`config.mk`:
```
export PLATFORM = sky130hd
export DESIGN_NAME = pipe_skid_chain
export DESIGN_NICKNAME = d
export VERILOG_FILES = /design/src/rtl/pipe_pkg.sv /design/src/rtl/pipe_skid_slice.sv /design/src/rtl/pipe_skid_chain.sv
export SDC_FILE = /design/constraint.sdc
export NUM_CORES = 1
export LEC_CHECK = 0
export CORE_ASPECT_RATIO = 2
export CORE_MARGIN = 2
export CORE_UTILIZATION = 43
export DETAILED_ROUTE_END_ITERATION = 16
export HOLD_SLACK_MARGIN = 0.12
export MAX_ROUTING_LAYER = met4
export PLACE_DENSITY = 0.66
export SYNTH_ARGS = -nofsm -noshare
export SYNTH_HDL_FRONTEND = slang
export SYNTH_SLANG_ARGS = --single-unit
export TNS_END_PERCENT = 20
```
`constraint.sdc`:
```
create_clock -name clk -period 2.15 [get_ports clk]
set_input_delay 0.215 -clock clk [delete_from_list [all_inputs] [get_ports clk]]
set_output_delay 0.215 -clock clk [all_outputs]
set_load 0.05 [all_outputs]
```
`src/rtl/pipe_pkg.sv`:
```
// Shared encodings and helpers for the skid-slice pipeline chain.
package pipe_pkg;

   localparam logic [1:0] SLICE_E = 2'd0;
   localparam logic [1:0] SLICE_M = 2'd1;
   localparam logic [1:0] SLICE_F = 2'd2;

   function automatic int clog2(input int v);
      int r;
      r = 0;
      while ((1 << r) < v) r++;
      return r;
   endfunction

endpackage

```
`src/rtl/pipe_skid_slice.sv`:
```
// One 2-entry skid register slice: main register drives the output, skid absorbs
// the single beat that arrives while downstream stalls. Ready and data are both registered.
module pipe_skid_slice
   import pipe_pkg::*;
#(
   parameter int DATA_WD = 32
) (
   input  logic               clk,
   input  logic               rst_n,
   input  logic               flush,
   input  logic [DATA_WD-1:0] in_data,
   input  logic               in_valid,
   output logic               in_ready,
   output logic [DATA_WD-1:0] out_data,
   output logic               out_valid,
   input  logic               out_ready
);

   logic [1:0]         state;
   logic [DATA_WD-1:0] main_q;
   logic [DATA_WD-1:0] skid_q;
   logic               acc;
   logic               fire;

   // Ready/valid are pure decodes of the state register, so no input reaches them.
   assign in_ready  = (state != SLICE_F);
   assign out_valid = (state != SLICE_E);
   assign out_data  = main_q;

   assign acc  = in_valid & in_ready & ~flush;
   assign fire = out_valid & out_ready & ~flush;

   always_ff @(posedge clk or negedge rst_n) begin
      if (!rst_n) begin
         state  <= SLICE_E;
         main_q <= '0;
         skid_q <= '0;
      end else if (flush) begin
         state <= SLICE_E;
      end else begin
         case (state)
            SLICE_E: begin
               if (acc) begin
                  state  <= SLICE_M;
                  main_q <= in_data;
               end
            end
            SLICE_M: begin
               if (acc && !fire) begin
                  state  <= SLICE_F;
                  skid_q <= in_data;
               end else if (acc && fire) begin
                  main_q <= in_data;
               end else if (!acc && fire) begin
                  state <= SLICE_E;
               end
            end
            SLICE_F: begin
               if (fire) begin
                  state  <= SLICE_M;
                  main_q <= skid_q;
               end
            end
            default: state <= SLICE_E;
         endcase
      end
   end

endmodule

```
`src/rtl/pipe_skid_chain.sv`:
```
// DEPTH cascaded skid slices with synchronous flush.
// Define PIPE_OCC_EN to add the occ port (beats currently held in the chain).
module pipe_skid_chain
   import pipe_pkg::*;
#(
   parameter int DATA_WD = 32,
   parameter int DEPTH   = 2
) (
   input  logic               clk,
   input  logic               rst_n,
   input  logic               flush,
   input  logic [DATA_WD-1:0] din,
   input  logic               pre_valid,
   output logic               cur_ready,
   output logic [DATA_WD-1:0] dout,
   output logic               cur_valid,
   input  logic               nxt_ready
`ifdef PIPE_OCC_EN
   ,
   output logic [clog2(2*DEPTH+1)-1:0] occ
`endif
);

   logic [DEPTH:0][DATA_WD-1:0] dat;
   logic [DEPTH:0]              vld;
   logic [DEPTH:0]              rdy;

   assign dat[0]     = din;
   assign vld[0]     = pre_valid;
   assign rdy[DEPTH] = nxt_ready;

   generate
      for (genvar g = 0; g < DEPTH; g++) begin : g_slice
         pipe_skid_slice #(.DATA_WD(DATA_WD)) u_slice (
            .clk       (clk),
            .rst_n     (rst_n),
            .flush     (flush),
            .in_data   (dat[g]),
            .in_valid  (vld[g]),
            .in_ready  (rdy[g]),
            .out_data  (dat[g+1]),
            .out_valid (vld[g+1]),
            .out_ready (rdy[g+1])
         );
      end
   endgenerate

   // Flush masks both external handshakes so nothing transfers in the flush cycle.
   assign cur_ready = rdy[0] & ~flush;
   assign cur_valid = vld[DEPTH] & ~flush;
   assign dout      = dat[DEPTH];

`ifdef PIPE_OCC_EN
   localparam int OCC_W = clog2(2*DEPTH+1);

   logic acc;
   logic emit;

   assign acc  = pre_valid & cur_ready;
   assign emit = cur_valid & nxt_ready;

   always_ff @(posedge clk or negedge rst_n) begin
      if (!rst_n) begin
         occ <= '0;
      end else if (flush) begin
         occ <= '0;
      end else if (acc && !emit) begin
         occ <= occ + OCC_W'(1);
      end else if (!acc && emit) begin
         occ <= occ - OCC_W'(1);
      end
   end
`endif

endmodule

```
* Word-level counts from Yosys, hierarchy flattened
Index checks and enable logic that the tools add are counted.
** Storage, ports and cells
- Flip-flop bits (word level) :: 132
- Bits of input ports :: 37
- Output and inout bits :: 34
- Word-level logic and storage cells :: 81
** Operators by class
- Equality and inequality tests :: 22
- Multiplexer cells :: 23
- Bitwise logic cells :: 9
- Reductions and logical operators :: 21
** Operators by type and width (number)
- 32-bit 2-to-1 mux :: 8
- 32-bit one-hot mux with 3 select lines :: 2
- 2-bit 2-to-1 mux :: 11
- 2-bit one-hot mux with 3 select lines :: 2
- 6-bit AND reduction :: 2
- 2-bit by 1-bit inequality test with 1-bit output, second input constant :: 5
- 2-bit inequality test, second input constant :: 5
- 3-bit by 2-bit inequality test with 1-bit output, second input constant :: 3
- 1-bit AND :: 8
- 4-bit by 2-bit inequality test with 1-bit output, second input constant :: 2
- 4-bit by 3-bit inequality test with 1-bit output, second input constant :: 2
- 4-bit AND reduction :: 2
- 1-bit logical AND :: 6
- 3-bit AND reduction :: 2
- 3-bit nonzero test :: 2
- 2-bit by 1-bit equality test with 1-bit output, second input constant :: 2
- 2-bit equality test, second input constant :: 2
- 2-bit logical NOT :: 2
- 2-bit nonzero test :: 2
- 1-bit logical NOT :: 3
- 3-bit inequality test, second input constant :: 1
- 1-bit inverter :: 1

* Logic depth before layout (Yosys ltp)
Gate-level depths: netlist (run 1).
- Depth after elaboration :: 10
- Depth in mapped cells :: 11
- Gate-level depth less buffers :: 9

* Cells and area by module
Synthesis (run 1) repeated with hierarchy kept, for this count alone.
** Unflattened totals
- Cells, all modules :: 378
- Area, all modules :: 6030.8 um2
** Modules (own cells, without submodules)
- pipe_skid_slice :: times used 2, cells each 188, area an instance 3009.1 um2, sequential area each 1651.6 um2
- pipe_skid_chain :: times used 1, cells each 2, area an instance 12.5 um2, sequential area each 0.0 um2

* Least setup slack after synthesis (run 1)
OpenSTA, ideal clock, no wires.
- Kind :: flip-flop to flip-flop
- Start point :: reg g_slice[0].u_slice.state[1]
- End point :: reg g_slice[0].u_slice.skid_q[10]
- Library setup time :: 0.125 ns
- Data arrival time :: 2.812 ns
- Data required time :: 2.025 ns
- Path slack :: -0.787 ns
- Cell stages (with the launch flop) :: 11
- Path buffers :: 4
- Clock period less this slack :: 2.937 ns
- Cell sequence :: dfrtp_1 > nor2b_1 > clkbuf_1 > clkbuf_1 > nor2_1 > and2_1 > ha_1 > and2_1 > buf_2 > buf_4 > mux2_2
** On the way
- Cells in the longest elaborated chain, start to end :: 6
- Elaborated cells on any way between the ends :: 10
- Those cells by class :: 2 x eq/ne; 4 x bitwise; 4 x reduce/logical
** Ends and longest elaborated chain
- start, declared :: line pipe_skid_slice.sv:19 : logic [1:0] state;
- start signal, assigned :: line pipe_skid_slice.sv:35 : state <= SLICE_E;
- start signal, assigned :: line pipe_skid_slice.sv:39 : state <= SLICE_E;
- start signal, assigned :: line pipe_skid_slice.sv:44 : state <= SLICE_M;
- 2-bit nonzero test :: line pipe_skid_slice.sv:27 : assign out_valid = (state != SLICE_E);
- 1-bit AND (2 in a row) :: line pipe_skid_slice.sv:31 : assign fire = out_valid & out_ready & ~flush;
- 1-bit logical NOT :: line pipe_skid_slice.sv:49 : if (acc && !fire) begin
- 1-bit logical AND :: line pipe_skid_slice.sv:49
- 3-bit AND reduction (no line) *
- end signal, assigned :: line pipe_skid_slice.sv:51 : skid_q <= in_data;
- end, declared :: line pipe_skid_slice.sv:21 : logic [DATA_WD-1:0] skid_q;
Every way passes the cells marked *; elsewhere a longest branch is shown, timed or not.
A chain may end at the register's enable or synchronous reset.

* Final worst setup path (run 1)
- Start point :: reg g_slice[1].u_slice.state[1]
- End point :: reg g_slice[1].u_slice.main_q[4]
** On the way
- Cells in the longest elaborated chain, start to end :: 7
- Elaborated cells on any way between the ends :: 19
- Those cells by class :: 7 x eq/ne; 1 x mux; 4 x bitwise; 7 x reduce/logical
** Ends and longest elaborated chain
- start, declared :: line pipe_skid_slice.sv:19
- start signal, assigned :: line pipe_skid_slice.sv:35
- start signal, assigned :: line pipe_skid_slice.sv:39
- start signal, assigned :: line pipe_skid_slice.sv:44
- 2-bit nonzero test :: line pipe_skid_slice.sv:27
- 1-bit AND (2 in a row) :: line pipe_skid_slice.sv:31
- 1-bit logical NOT :: line pipe_skid_slice.sv:49
- 1-bit logical AND :: line pipe_skid_slice.sv:49
- 2-bit inequality test (no line)
- 6-bit AND reduction (no line)
- end signal, assigned :: line pipe_skid_slice.sv:45 : main_q <= in_data;
- end signal, assigned :: line pipe_skid_slice.sv:53 : main_q <= in_data;
- end signal, assigned :: line pipe_skid_slice.sv:61 : main_q <= skid_q;
- end, declared :: line pipe_skid_slice.sv:20 : logic [DATA_WD-1:0] main_q;
Parallel ways exist; a longest one is shown, timed or not.

==> results.md, run 1 <==
* Outcome: finished, final reports clean
* Buffers on Ports at 70
* Distinct cells, synth at 28
* Rel. slew slack at 66.42%
* CTS Buf Count at 17
* FF-to-FF path depth at 9
* Mapped cell area at 6326 sq um
* Die Y at 175.5 microns
* Leak at 3.751 nW
* Final min period at 2.130 ns
* CTS tree: yes
* Clock net sink count at 132
* Register area share after synthesis at 52.22%
* RSZ-0062 raised after global routing: yes
* Initial Util at 44.08%
* HPWL after DPL at 8841 microns
* Total gr overflow at 0
* Post-synth net total at 604
* CP required at 2.44 ns
* Router iterations before antenna repair at 4
* Synth Register Bits at 132
* Final period utilization at 99.06%
* WHS at 0.2962 ns
* Overall die width at 89.77 microns
* Die area at 15760 sq um
* Area growth, synth to finish at 26.44%
* Placement Setup Slack at -0.1825 ns
* Via count at 4176
* Cell row count at 62
* Root Driver: clkbuf_16
* Reg-to-reg setup timing slack at 0.02 ns
* Clock-pin slew on the worst setup and hold paths at 0.06 ns
* CP max FO at 26
* Worst setup path category: reg -> reg
* Crit start category: flop
* YS warnings at 0
* Drt via density at 5.056
* PwrDens at 1259 nW/um^2
* Final wirelength at 14070 microns
* Syn Inst Count at 561
* Peak VDD IR at 0.0008371 V
* Area leader, netlist: dfrtp_1
* Layout cell share with drive strength beyond 1 at 32.33%
* Clock buffer depth at 2
* Gpl congestion at 0.7841
* Vias in the first global route at 4473
* Fmax at 0.4696 GHz
* Nets@finish at 664
* Final ANT Viol Nets at 0
* Global-route usage over all layers at 18.85%
* Yosys top cell area share at 52.22%
* Critical Path End Type: flop
* Max cap viols at 0
* FF-to-FF End: g_slice[1].u_slice.out_data[4]$_DFFE_PN0P_
* Reg2reg start: g_slice[1].u_slice.state[1]$_DFFE_PN0P_
* Setup ws final at 0.02031 ns
* ANT cells at 0
* Setup violators final at 0
* Hold Crit Class: in -> async
* Largest net degree at the start of global routing at 65
* Worst EP arrival at 2.42 ns
* Post-synthesis average cell area at 11.28 sq um
* First-pass GRT wire length at 22560 microns
* Final Hold Viols at 0
* Initial DRC Count at 222
* Synth area leaders: dfrtp_1 (52%), mux2_2 (16%), nand2_1 (12%), mux2_4 (7.1%), buf_4 (4.2%)
* Routed len/inst at 17.03 microns
* DRC violations left at 0
* H-tree depth at 4
* Worst Max-Slew Pin Slew at 0.5021 ns
* Initial antenna violation count at 0
* Io pins at 71
* Core ar. at 14350 sq um
* Clk_skew at 0.008193 ns
* Final Max Tran Viols at 0
* Worst-skew pair later-pin latency at 0.41 ns
cell usage in the layout, fill, tap and decap left out, drive strengths merged, types with 2 or more instances in the layout:
master / n
a211oi: 2
a21oi: 3
and2: 2
buf: 33
bufinv: 5
clkbuf: 23
clkdlybuf4s50: 67
clkinv: 3
dfrtp: 132
ha: 6
inv: 6
mux2: 128
nand2: 195
nand2b: 3
nor2: 12
nor2b: 2
cells by family after synthesis:
kind of cell,Yosys count,share of synthesized area (%)
simple gates,219,13.47
flops,132,52.22
mux,128,24.56
buf+inv,66,7.021
compound gates,10,1.543
fa+ha+maj,6,1.187
worst max-delay path, stage by stage (launching register included):
cell and delay [ns]:
dfrtp_1 0.37, nor2b_4 0.13, or3_4 0.35, inv_4 0.09
ha_1 0.15, nand2b_1 0.05, a21oi_1 0.19, nand3_2 0.13
buf_12 0.19, mux2_1 0.33
where the power goes:
part | switching [mW] | internal [mW]
Clock | 1.08 | 2.13
Sequential | 0.510 | 3.32
Combinational | 1.66 | 1.37
sequential cells by signal, indices dropped and copies added, names as in the netlist:
register / flops
g_slice.u_slice.out_data: 64
g_slice.u_slice.skid_q: 64
g_slice.u_slice.state: 4
timing repair:
action                                  in CTS  in global routing
resized for setup                            0                  9
hold buffers                                 1                  0
endpoints found under the hold margin       44                  0
endpoints found under the setup margin       0                 64
setup buffers                                0                  2
how the worst max path moves through the flow:
stage / from / to / slack (ns)
6_report: g_slice[1].u_slice.state[1]$_DFFE_PN0P_ / g_slice[1].u_slice.out_data[4]$_DFFE_PN0P_ / 0.02
5_1_grt: g_slice[1].u_slice.state[1]$_DFFE_PN0P_ / g_slice[1].u_slice.out_data[1]$_DFFE_PN0P_ / -0.04
4_1_cts: g_slice[0].u_slice.state[1]$_DFFE_PN0P_ / g_slice[1].u_slice.out_data[1]$_DFFE_PN0P_ / 0.02
3_5_place_dp: flush / g_slice[1].u_slice.skid_q[18]$_DFFE_PN0P_ / -0.18
3_3_place_gp: flush / g_slice[1].u_slice.out_data[5]$_DFFE_PN0P_ / -0.13
2_1_floorplan: g_slice[0].u_slice.state[1]$_DFFE_PN0P_ / g_slice[0].u_slice.out_data[0]$_DFFE_PN0P_ / -0.23
cells in the mapped netlist (all sizes together):
cell	count
dfrtp	132
a31o	1
nand3b	1
o32a	1
a211oi	2
ha	6
nand2b	3
buf	46
a21oi	3
a2111oi	1
o31ai	1
o21ai	1
or3	1
and2	2
clkbuf	16
nor3	1
nand3	1
inv	4
mux2	128
nand2	195
nor2b	2
nor2	12
nor3b	1
layer usage:
metal	part of all wire [%]	vias to the layer above	GRT usage, %
met5	0	-	-
met4	2.1	0	8.077
met3	3.7	21	3.732
met2	56	99	34.47
met1	38	2126	19.58
li1	-	1930	-
per-stage QoR:
| step | instances | TNS [ns] | power (mW) | instance area [sq um] | util, % |
|---|---|---|---|---|---|
| final | 826 | 0 | 10.07 | 7999 | 55.74 |
| after global routing | 826 | -1.493 | 10.51 | 7999 | 55.74 |
| after CTS | 821 | 0 | 10.13 | 7878 | 54.89 |
| after detailed placement | 788 | -14.55 | 6.882 | 7209 | 50.24 |
| after floorplan | 561 | -25.18 | 6.226 | 6381 | - |
| after global placement | 788 | -8.906 | 6.769 | 7209 | 50.24 |
final cells by class:
cell class	count	area [sq um]
Fill cell	1187	6352
Tap cell	192	240.2
Clock inverter	11	197.7
Clock buffer	21	460.4
Sequential cell	132	3304
Inverter	4	17.52
Timing Repair Buffer	103	1119
Multi-Input combinational cell	363	2660
Power figures use the tool's default switching activity.
==> inputs of run 2 (changes only) <==
--- a/config.mk
+++ b/config.mk
@@ -11,7 +11,6 @@
 export DETAILED_ROUTE_END_ITERATION = 16
 export HOLD_SLACK_MARGIN = 0.12
 export MAX_ROUTING_LAYER = met4
-export PLACE_DENSITY = 0.66
 export SYNTH_ARGS = -nofsm -noshare
 export SYNTH_HDL_FRONTEND = slang
 export SYNTH_SLANG_ARGS = --single-unit
==> constraint.sdc (replaced) <==
create_clock -name clk -period 2.7 [get_ports clk]
set_input_delay 0.27 -clock clk [delete_from_list [all_inputs] [get_ports clk]]
set_output_delay 0.27 -clock clk [all_outputs]
set_load 0.05 [all_outputs]
==> run 2 against run 1 <==
Via count decreased by 4.2%. Register-to-register slack improved by 0.25 ns. Hold slack improved by 0.082 ns. Maximum frequency decreased by 12%. First-iteration DRC count decreased by 26%. Global-route usage decreased by 0.55 points. Critical path depth decreased by 1. Clock skew increased by 0.0012 ns. Sequential share of layout area increased by 2.0 points. Worst setup slack improved by 0.25 ns. Sequential power decreased by 20%.
==> results.md, run 2 (synthesis results as in run 1) <==
* Outcome: finished, final reports clean (unchanged)
* Via count at 4002 (was 4176)
* Die area at 15760 sq um (unchanged)
* Total gr overflow at 0 (unchanged)
* Area growth, synth to finish at 20.59% (was 26.44%)
* CTS Buf Count at 17 (unchanged)
* Final Hold Viols at 0 (unchanged)
* Non-Filler Instances at 805 (was 826)
* Final period utilization at 90.08% (was 99.06%)
* RSZ-0062 raised after global routing: no (was yes)
* CP required at 3.00 ns (was 2.44 ns)
* Crit start category: flop (unchanged)
* Setup TNS at 0 ns (unchanged)
* Global-route usage over all layers at 18.30% (was 18.85%)
* Max layer used: met4 (unchanged)
* Util after Layout at 53.16% (was 55.74%)
* Rel. slew slack at 42.55% (was 66.42%)
* Clock buffer depth at 2 (unchanged)
* PwrDens at 1004 nW/um^2 (was 1259 nW/um^2)
* Layout cell share with drive strength beyond 1 at 28.22% (was 32.33%)
* Overall die width at 89.77 microns (unchanged)
* Initial antenna violation count at 0 (unchanged)
* HPWL after DPL at 8472 microns (was 8841 microns)
* Fmax at 0.4112 GHz (was 0.4696 GHz)
* Worst EP arrival at 2.73 ns (was 2.42 ns)
* Fill count at 1246 (was 1187)
* Initial Util at 44.08% (unchanged)
* Pwr Total at 7.658 mW (was 10.07 mW)
* Clock net sink count at 132 (unchanged)
* Die Y at 175.5 microns (unchanged)
* ANT cells at 0 (unchanged)
* Clk_skew at 0.009354 ns (was 0.008193 ns)
* Most frequent cells in the layout: nand2_1 (195), dfrtp_1 (132), mux2_2 (91) (was nand2_1 (195), dfrtp_1 (131), mux2_2 (91))
* Peak VDD IR at 0.0004815 V (was 0.0008371 V)
* Root Driver: clkbuf_16 (unchanged)
* Core ar. at 14350 sq um (unchanged)
* Final ANT Viol Nets at 0 (unchanged)
* Routed wl met3 at 443 microns (was 516 microns)
* Vias in the first global route at 4206 (was 4473)
* DRC violations left at 0 (unchanged)
* Gpl congestion at 0.7665 (was 0.7841)
* Worst-skew pair later-pin latency at 0.42 ns (was 0.41 ns)
* Initial DRC Count at 165 (was 222)
* CTS tree: yes (unchanged)
* Nets@finish at 644 (was 664)
* Largest net degree at the start of global routing at 57 (was 65)
* Clock-pin slew on the worst setup and hold paths at 0.06 ns (about the same)
* Leak at 3.579 nW (was 3.751 nW)
* Setup violators final at 0 (unchanged)
* H-tree depth at 4 (unchanged)
* Most common cell after layout, fill and taps aside: nand2_1 (unchanged)
* M1 WL at 5305 microns (was 5329 microns)
* Io pins at 71 (unchanged)
* First-pass GRT wire length at 21710 microns (was 22560 microns)
* Final Max Tran Viols at 0 (unchanged)
* Drt via density at 4.971 (was 5.056)
* Cell row count at 62 (unchanged)
* Worst Max-Slew Pin Slew at 0.8618 ns (was 0.5021 ns)
* Final Cell Area at 7629 sq um (was 7999 sq um)
* Placement Cell Area at 7041 sq um (was 7209 sq um)
* Setup bufs post-CTS at 0 (unchanged)
* Worst setup path category: reg -> reg (unchanged)
* Final min period at 2.432 ns (was 2.130 ns)
* Router iterations before antenna repair at 5 (was 4)
* CP max FO at 32 (was 26)
* DR WL met2 at 7031 microns (was 7924 microns)
* Critical Path End Type: flop (unchanged)
* # placed instances at 773 (was 788)
* Hold Crit Class: in -> async (unchanged)
* Routed len/inst at 16.42 microns (was 17.03 microns)
* Max cap viols at 0 (unchanged)
* Final wirelength at 13220 microns (was 14070 microns)
* Buffers on Ports at 70 (unchanged)
* Post-CTS Resized at 0 (unchanged)
## run 2: where the power goes
group	switching, mW	total [mW]	internal [mW]
logic	1.29	2.35	1.06
registers	0.415	3.06	2.64
clock network	0.833	2.25	1.42
total	2.53	7.66	5.13
## run 2: stage by stage
step	hold WS (ns)	setup slack, ns
5_1_grt	0.4356	0.1158
6_report	0.3783	0.2680
3_5_place_dp	0.2723	0.2205
4_1_cts	0.3954	0.2688
2_1_floorplan	-0.02559	0.01640
3_3_place_gp	0.2644	0.2763
## run 2: critical path, stage by stage, from the launching register on
cell	delay, ns
dfrtp_1	0.54
nor2_1	0.13
or3_1	0.39
inv_1	0.17
ha_1	0.18
nand3b_1	0.14
nor2_4	0.14
buf_12	0.23
mux2_2	0.37
## run 2: per-layer routing
layer  global-route usage [%]  up-vias
li1                         -     1877
met1                    20.41     2004
met5                        -        -
met3                    3.432       27
met2                    31.31       94
met4                    9.295        0
## run 2: timing repair
item	4_1_cts	5_1_grt
hold buffers	1	0
setup endpoints to repair	0	0
endpoints found under the hold margin	53	0
## run 2: final timing paths
path / endpoint / startpoint / slack, ns / cells past startpoint
max reg2reg: g_slice[1].u_slice.skid_q[21]$_DFFE_PN0P_ / g_slice[0].u_slice.state[0]$_DFFE_PN0P_ / 0.27 / 8
max in group asynchronous: g_slice[0].u_slice.skid_q[13]$_DFFE_PN0P_ / rst_n / 1.62 / 3
min in group clk: g_slice[1].u_slice.out_data[5]$_DFFE_PN0P_ / g_slice[1].u_slice.out_data[5]$_DFFE_PN0P_ / 0.48 / 1
min: g_slice[0].u_slice.skid_q[24]$_DFFE_PN0P_ / rst_n / 0.38 / 2
max: g_slice[1].u_slice.skid_q[21]$_DFFE_PN0P_ / g_slice[0].u_slice.state[0]$_DFFE_PN0P_ / 0.27 / 8
min reg2reg: g_slice[1].u_slice.out_data[5]$_DFFE_PN0P_ / g_slice[1].u_slice.out_data[5]$_DFFE_PN0P_ / 0.48 / 1
## run 2: final cells by class
class / count / area (sq um) / share of cell area [%]
clock buffers: 22 / 474.2 / 6.216
clock inverters: 9 / 103.9 / 1.361
inverters: 4 / 15.01 / 0.1968
multi-input cells: 363 / 2615 / 34.28
flip-flops and latches: 132 / 3303 / 43.30
well taps: 192 / 240.2 / 3.149
repair buffers: 83 / 877.1 / 11.50
